File: config.mk
export PLATFORM = sky130hd
export DESIGN_NAME = ps4_priority_select
export DESIGN_NICKNAME = d
export VERILOG_FILES = /design/src/rtl/ps4_priority_select_pkg.sv /design/src/rtl/ps4_priority_select_ps2.sv /design/src/rtl/ps4_priority_select.sv
export SDC_FILE = /design/constraint.sdc
export NUM_CORES = 1
export LEC_CHECK = 0
export BUFFER_PORTS_ARGS = -buffer_cell sky130_fd_sc_hd__buf_2
export CAP_MARGIN = 15
export CORE_AREA = 2 2 39 41
export CTS_BUF_LIST = sky130_fd_sc_hd__clkbuf_8 sky130_fd_sc_hd__clkbuf_16
export DETAILED_ROUTE_END_ITERATION = 8
export DIE_AREA = 0 0 41 43
export GPL_TIMING_DRIVEN = 0
export PLACE_DENSITY = 0.42
export SKIP_LAST_GASP = 1
export SYNTH_ARGS = -nofsm -noshare
export SYNTH_HDL_FRONTEND = slang
export SYNTH_SLANG_ARGS = --single-unit
File: constraint.sdc
create_clock -name clock -period 1 [get_ports clock]
set_clock_uncertainty 0.05 [all_clocks]
set_input_delay 0.2 -clock clock [delete_from_list [all_inputs] [get_ports clock]]
set_output_delay 0.2 -clock clock [all_outputs]
set_load 0.02 [all_outputs]
File: src/rtl/ps4_priority_select_pkg.sv
// Shared constants and types for the 4-way fixed-priority selector.
// Latency: n/a (declarations only).
// Backpressure: n/a.
package ps4_priority_select_pkg;

    localparam int PS_REQ_N = 4;
    localparam int PS_IDX_W = 2;

    // Request / grant vector, bit PS_REQ_N-1 is highest priority.
    typedef logic [PS_REQ_N-1:0] ps_vec_t;
    typedef logic [PS_IDX_W-1:0] ps_idx_t;

    // Reset value of the registered grant: nothing granted.
    localparam ps_vec_t PS_GNT_RST = '0;
    localparam ps_idx_t PS_IDX_RST = '0;

endpackage

File: src/rtl/ps4_priority_select_ps2.sv
// 2-way fixed-priority leaf: bit 1 beats bit 0, gated by an enable.
// Latency: purely combinational, zero cycles.
// Backpressure: none; req_up reports raw request presence for the parent.
module ps2_priority_select (
    input  logic [1:0] req,
    input  logic       en,
    output logic [1:0] gnt,
    output logic       req_up
);

    // req_up is ungated so the parent can mask lower groups even when this
    // group itself is disabled.
    always_comb begin
        req_up = req[1] | req[0];
        gnt[1] = en & req[1];
        gnt[0] = en & req[0] & ~req[1];
    end

endmodule

File: src/rtl/ps4_priority_select.sv
// 4-way fixed-priority selector (bit 3 highest) with combinational and registered grants.
// Latency: gnt/gnt_idx/gnt_any zero cycles; *_q outputs one clock cycle.
// Backpressure: none; requesters are granted or not every cycle, no state held.
module ps4_priority_select
    import ps4_priority_select_pkg::*;
(
    input  logic       clock,
    input  logic       reset_n,
    input  logic [3:0] req,
    input  logic       en,
    output logic [3:0] gnt,
    output logic [1:0] gnt_idx,
    output logic       gnt_any,
    output logic [3:0] gnt_q,
    output logic [1:0] gnt_idx_q,
    output logic       gnt_any_q
);

    ps_vec_t    gnt_c;
    ps_idx_t    idx_c;
    logic       any_c;
    logic       hi_req_up;
    logic       lo_req_up;
    logic       lo_en;

    // Upper pair owns the top two priorities and only sees the global enable.
    ps2_priority_select u_hi (
        .req    (req[3:2]),
        .en     (en),
        .gnt    (gnt_c[3:2]),
        .req_up (hi_req_up)
    );

    // Lower pair is starved whenever anything in the upper pair is requesting.
    assign lo_en = en & ~hi_req_up;

    ps2_priority_select u_lo (
        .req    (req[1:0]),
        .en     (lo_en),
        .gnt    (gnt_c[1:0]),
        .req_up (lo_req_up)
    );

    // Index encoder: valid because gnt_c is zero or one-hot; zero grant maps to 0.
    always_comb begin
        idx_c[1] = gnt_c[3] | gnt_c[2];
        idx_c[0] = gnt_c[3] | gnt_c[1];
        any_c    = |gnt_c;
    end

    assign gnt     = gnt_c;
    assign gnt_idx = idx_c;
    assign gnt_any = any_c;

    // Pipeline copy of the grant; async reset drops any captured grant.
    always_ff @(posedge clock or negedge reset_n) begin
        if (!reset_n) begin
            gnt_q     <= PS_GNT_RST;
            gnt_idx_q <= PS_IDX_RST;
            gnt_any_q <= 1'b0;
        end else begin
            gnt_q     <= gnt_c;
            gnt_idx_q <= idx_c;
            gnt_any_q <= any_c;
        end
    end

    // lo_req_up is not needed at this level; the leaf exposes it for deeper trees.
    logic unused_lo_req_up;
    assign unused_lo_req_up = lo_req_up;

endmodule

==> impl_metrics.csv, run 1 <==
group,metric,value,unit
outcome,status,"finished, violations left",
outcome,violations,"setup timing",
place,globalplace.congestion,0.6879,
setup_path,endpoint_kind,"output port",
setup_path,critPathCapture,"gnt_any",
yosys,ys_ff_latch,7,
yosys,yosysWarningCount,0,
timing,hold_viol_final,0,
cts,cts_tree,"done",
power_and_ir_drop,total_power,0.0008206,W
die,core.rowCount,14,
die,die_w,41,um
timing,layout_setup_ws,-0.1264,ns
setup_path,worstSetupPathType,"in -> out",
global_routing,grt_pass1_wl,1021,um
yosys,synthDistinctLibCells,10,
setup_path,crit_chain,"buf_6, o41a_1, buf_6",
detailed_routing,vias,236,
yosys,async_reset_ff_frac,1.000,
power_and_ir_drop,p_leak,0.2763,nW
global_routing,globalRouteTotalUtil,0.09413,
setup_path,cpLargestDelayFamily,"compound AO/OA/AOI/OAI gates",
yosys,avgSynthCellArea,15.33,um^2
detailed_routing,wl_per_cell,10.55,um
die,die_area,0.001763,mm^2
cells_and_area,syn_to_final_growth,109.2,%
cts,clk_path_buf_depth,2,
timing,max_slew.worst_pin.slew,0.1482,ns
power_and_ir_drop,peakVddDrop,0.5337,mV
detailed_routing,wirelength,633,um
yosys,synth-edff-count,0,
timing,setup_violations,4,
yosys,syn_area,245.2,um^2
yosys,syn_nets,23,
timing,rsz0062_at_grt,"true",
cts,htree_num_levels,1,
setup_path,startpoint,"req[1]",
cells_and_area,diodes,0,
setup_path,arrival,0.88,ns
yosys,synth_cells,16,
timing,fin_setup_tns,-0.2807,ns
setup_path,crit_top_cell,"buf_6",
detailed_routing,drtPass1Iterations,2,
yosys,yosysSeqAreaShare,0.7143,
setup_path,max_stage_delay,0.44,ns
cts,cts_made_buffers,3,
cts,cts_sinks,7,
die,fp.dieH,43,um
setup_path,start_kind,"input pin",
setup_path,cp.required,0.75,ns
hold_path,hp-class,"in -> reg",
place,dpl_cell_area,365.4,um^2
place,port_buffers,20,
global_routing,antenna_found_initial,0,
yosys,synth_top_flop_cell,"dfrtp_1",
die,start_util,0.1772,
global_routing,grt_max_degree,8,
global_routing,grt_pass1_vias,248,
die,core_area,0.001384,mm^2
yosys,synth_top_area_share,0.7143,
cells_and_area,design_area,513.0,um^2
yosys,synth_top_area_cell,"dfrtp_1",
job,drv_cap,0,
setup_path,crit_cells,3,
timing,max_freq,0.8878,GHz
cts,cts.clk_slew.worst_paths,0.04,ns
global_routing,grt-ovfl-total,0,
cts,cts_root_buf,"clkbuf_8",
detailed_routing,vias_per_cell,3.933,
yosys,yosys-top-cells-area,"dfrtp_1 (71%), o41a_1 (4.6%), and3b_2 (4.1%), and4b_1 (4.1%), and2b_2 (3.6%)",
die,ios,21,
cells_and_area,layout-drive-gt1-share,0.6818,
detailed_routing,ant_nets,0,
timing,max_slew_margin,0.9012,
cells_and_area,nets,52,
yosys,yosysMostFrequentCell,"dfrtp_1",
timing,slew_violations,0,
timing,period_minus_slack,1.126,ns
timing,finalCritPeriodShare,1.126,
setup_path,critPathMaxFanout,3,
detailed_routing,drt_iter0_drc,1,
cells_and_area,post-route-util,0.3707,
setup_path,crit_buf_inv,2,
detailed_routing,drc,0,
power_and_ir_drop,p_per_area,1600,mW/mm^2
setup_path,slowest_stage,"o41a_1",
[layer usage]
layer	track usage	wire length [um]	share of wire
met3	0.03665	50	0.079
met1	0.07591	226	0.36
met2	0.1406	341	0.54
met4	0.1200	14	0.022
met5	0	0	0
[registers in the layout, indices dropped and copies added, names as in the netlist]
name	cells
gnt_any_q	1
gnt_idx_q	2
gnt_q	4
[cells in the final DEF, fill, tap and decap left out]
| cell type | netlist | layout |
|---|---|---|
| nor2_2 | 0 | 1 |
| dlygate4sd3_1 | 0 | 1 |
| inv_1 | 0 | 1 |
| buf_8 | 0 | 1 |
| and4b_1 | 1 | 1 |
| o41a_1 | 1 | 1 |
| buf_6 | 0 | 8 |
| dfrtp_1 | 7 | 7 |
| buf_2 | 0 | 10 |
| and2b_2 | 1 | 1 |
| o21a_1 | 1 | 1 |
| and3b_2 | 1 | 1 |
| buf_4 | 0 | 4 |
| and2_1 | 1 | 1 |
| nor2b_1 | 1 | 1 |
| and3_4 | 0 | 1 |
| clkbuf_8 | 0 | 3 |
[how the worst min path moves through the flow]
stage                  from                  end  slack [ns]  cells past startpoint
floorplan           reset_n  gnt_any_q$_DFF_PN0_       -0.15                      0
global placement    reset_n   gnt_q[2]$_DFF_PN0_       -0.02                      1
detailed placement  reset_n   gnt_q[2]$_DFF_PN0_       -0.01                      1
CTS                  req[3]   gnt_q[3]$_DFF_PN0_        0.18                      2
global route         req[3]   gnt_q[3]$_DFF_PN0_        0.19                      2
finish               req[3]   gnt_q[3]$_DFF_PN0_        0.18                      2
[through the flow]
step	hold slack [ns]	std cells	worst slack, ns
after floorplan	-0.1456	16	0.04562
after global placement	-0.01687	52	-0.1670
after detailed placement	-0.01382	52	-0.1643
after CTS	0.1788	59	-0.1355
after global routing	0.1947	60	-0.1515
final	0.1822	60	-0.1264
[cells by family after synthesis]
kind of cell | count (synthesis) | share of synthesized area
AO/OA/AOI/OAI | 2 | 0.07654
AND/OR/NAND/NOR | 7 | 0.2092
flip-flops | 7 | 0.7143
[power by group]
group | switching, W | internal (W)
Clock | 0.000115 | 0.000265
Combinational | 0.0000699 | 0.0000699
Sequential | 0.00000395 | 0.000298
Total | 0.000189 | 0.000632
[cell type report]
type	count	area, um^2
multi-input combinational	9	77.57
tap	16	20.02
timing repair buffer	24	195.2
sequential	7	175.2
fill	143	870.8
clock buffer	3	41.29
clock inverter	1	3.754
[what timing repair did]
action,4_1_cts,5_1_grt
hold endpoints to repair,7,0
pin swaps,4,1
setup endpoints to repair,4,7
buffers inserted,2,1
hold buffers,1,0
resized for setup,14,6
(Power assumes the default switching activity.)
==> run 2, diff against run 1 <==
==> constraint.sdc (replaced) <==
create_clock -name clock -period 1.35 [get_ports clock]
set_clock_uncertainty 0.05 [all_clocks]
set_input_delay 0.27 -clock clock [delete_from_list [all_inputs] [get_ports clock]]
set_output_delay 0.27 -clock clock [all_outputs]
set_load 0.02 [all_outputs]
==> impl_metrics.csv, run 2 (synthesis results as in run 1) <==
group,metric,value,unit
outcome,status,"complete, no violations",
cells_and_area,diodes,0,
timing,max_slew.worst_pin.slew,0.1547,ns
detailed_routing,vias_per_cell,3.825,
timing,max_freq,0.7713,GHz
timing,rsz0062_at_grt,"false",
timing,period_minus_slack,1.296,ns
setup_path,cpLargestDelayFamily,"compound AO/OA/AOI/OAI gates",
power_and_ir_drop,p_leak,0.2472,nW
cells_and_area,syn_to_final_growth,71.43,%
power_and_ir_drop,p_per_area,1379,mW/mm^2
place,port_buffers,20,
die,die_area,0.001763,mm^2
setup_path,startpoint,"req[2]",
timing,setup_violations,0,
timing,layout_setup_ws,0.05351,ns
setup_path,arrival,0.98,ns
cells_and_area,top_register,"gnt_q",
cells_and_area,layout-drive-gt1-share,0.6098,
setup_path,crit_chain,"buf_2, o41a_1, buf_2",
cts,cts_hold_buf,1,
detailed_routing,wirelength,567,um
detailed_routing,drc,0,
detailed_routing,vias,218,
cts,htree_num_levels,1,
setup_path,critPathMaxFanout,4,
cells_and_area,largest_reg_flops,4,
cts,cts_made_buffers,3,
setup_path,max_stage_delay,0.42,ns
cts,cts_setup_buffers,0,
cells_and_area,fillerInstances,155,
cells_and_area,regArea,175.2,um^2
timing,hold_viol_final,0,
global_routing,grt_max_degree,8,
detailed_routing,ant_nets,0,
die,core_area,0.001384,mm^2
global_routing,grt_pass1_wl,945,um
timing,fin_setup_tns,0,ns
global_routing,globalRouteTotalUtil,0.08806,
cts,clk_path_buf_depth,2,
cts,cts_resized,0,
timing,finalCritPeriodShare,0.9604,
timing,whs,0.2692,ns
setup_path,crit_buf_inv,2,
setup_path,endpoint_kind,"output port",
setup_path,worstSetupPathType,"in -> out",
cells_and_area,final_common_cell,"buf_2",
cts,cts_root_buf,"clkbuf_8",
timing,slew_violations,0,
setup_path,start_kind,"input pin",
cells_and_area,reg.largest.list,"gnt_q: 4 flops, gnt_idx_q: 2 flops, gnt_any_q: 1 flops",
die,ios,21,
job,drv_cap,0,
global_routing,antenna_found_initial,0,
setup_path,cp.required,1.03,ns
hold_path,hold_start,"req[0]",
global_routing,grt-ovfl-total,0,
global_routing,met1_usage,0.08581,
cells_and_area,nets,49,
die,fp.dieH,43,um
timing,max_slew_margin,0.8965,
detailed_routing,drtPass1Iterations,1,
die,die_w,41,um
cts,cts_tree,"done",
detailed_routing,wl_per_cell,9.947,um
global_routing,use_met2,0.1156,
cells_and_area,mostFrequentLayoutCells,"buf_2 (20), dfrtp_1 (7), clkbuf_8 (3)",
cts,cts.clk_slew.worst_paths,0.04,ns
setup_path,crit_top_cell,"buf_2",
die,core.rowCount,14,
setup_path,slowest_stage,"o41a_1",
cells_and_area,post-route-util,0.3038,
cts,cts_sinks,7,
place,globalplace.congestion,0.6879,
die,start_util,0.1772,
detailed_routing,drt_iter0_drc,0,
global_routing,grt_pass1_vias,233,
power_and_ir_drop,peakVddDrop,0.3669,mV
place,pre_cts_slack,0.04568,ns
cells_and_area,multi_input_area,70.07,um^2
global_routing,top_usage_layer,"met4",
hold_path,hp-class,"in -> reg",
global_routing,met3_usage,0.03141,
run 2: cell types whose count changed in the layout (fill, tap and decap cells not counted), sizes merged:
| cell | change |
|---|---|
| buf | -3 |
run 2: layer usage:
layer,routed length [um],up-vias,part of all wire
li1,-,106,-
met1,218,93,0.38
met2,272,15,0.48
met3,44,4,0.078
met4,31,0,0.055
met5,0,-,0
run 2: area by class of cell:
| cell class | count | area share |
|---|---|---|
| Multi-Input combinational cell | 9 | 0.1667 |
| Clock inverter | 1 | 0.008929 |
| Clock buffer | 3 | 0.09821 |
| Sequential cell | 7 | 0.4167 |
| Tap cell | 16 | 0.04762 |
| Timing Repair Buffer | 21 | 0.2619 |
run 2: path summary, 6_finish.rpt:
path,endpoint,depth (start not counted)
setup / recovery,gnt_any,3
hold / removal,gnt_any_q$_DFF_PN0_,2
max in group asynchronous,gnt_q[3]$_DFF_PN0_,2
min in group asynchronous,gnt_q[0]$_DFF_PN0_,2
run 2: power breakdown:
part,internal [W],leakage (nW),switching [W]
Sequential,0.000220,0.0906,0.00000181
Clock,0.000196,0.0269,0.0000841
Combinational,0.0000290,0.130,0.0000484
Total,0.000445,0.247,0.000134
run 2: stage by stage:
| stage | instance area, um^2 | total power, W | instances |
|---|---|---|---|
| finish | 420.4 | 0.0005796 | 57 |
| global route | 420.4 | 0.0006138 | 57 |
| CTS | 420.4 | 0.0005897 | 57 |
| detailed placement | 365.4 | 0.0003012 | 52 |
| global placement | 365.4 | 0.0003004 | 52 |
| floorplan | 245.2 | 0.0002643 | 16 |
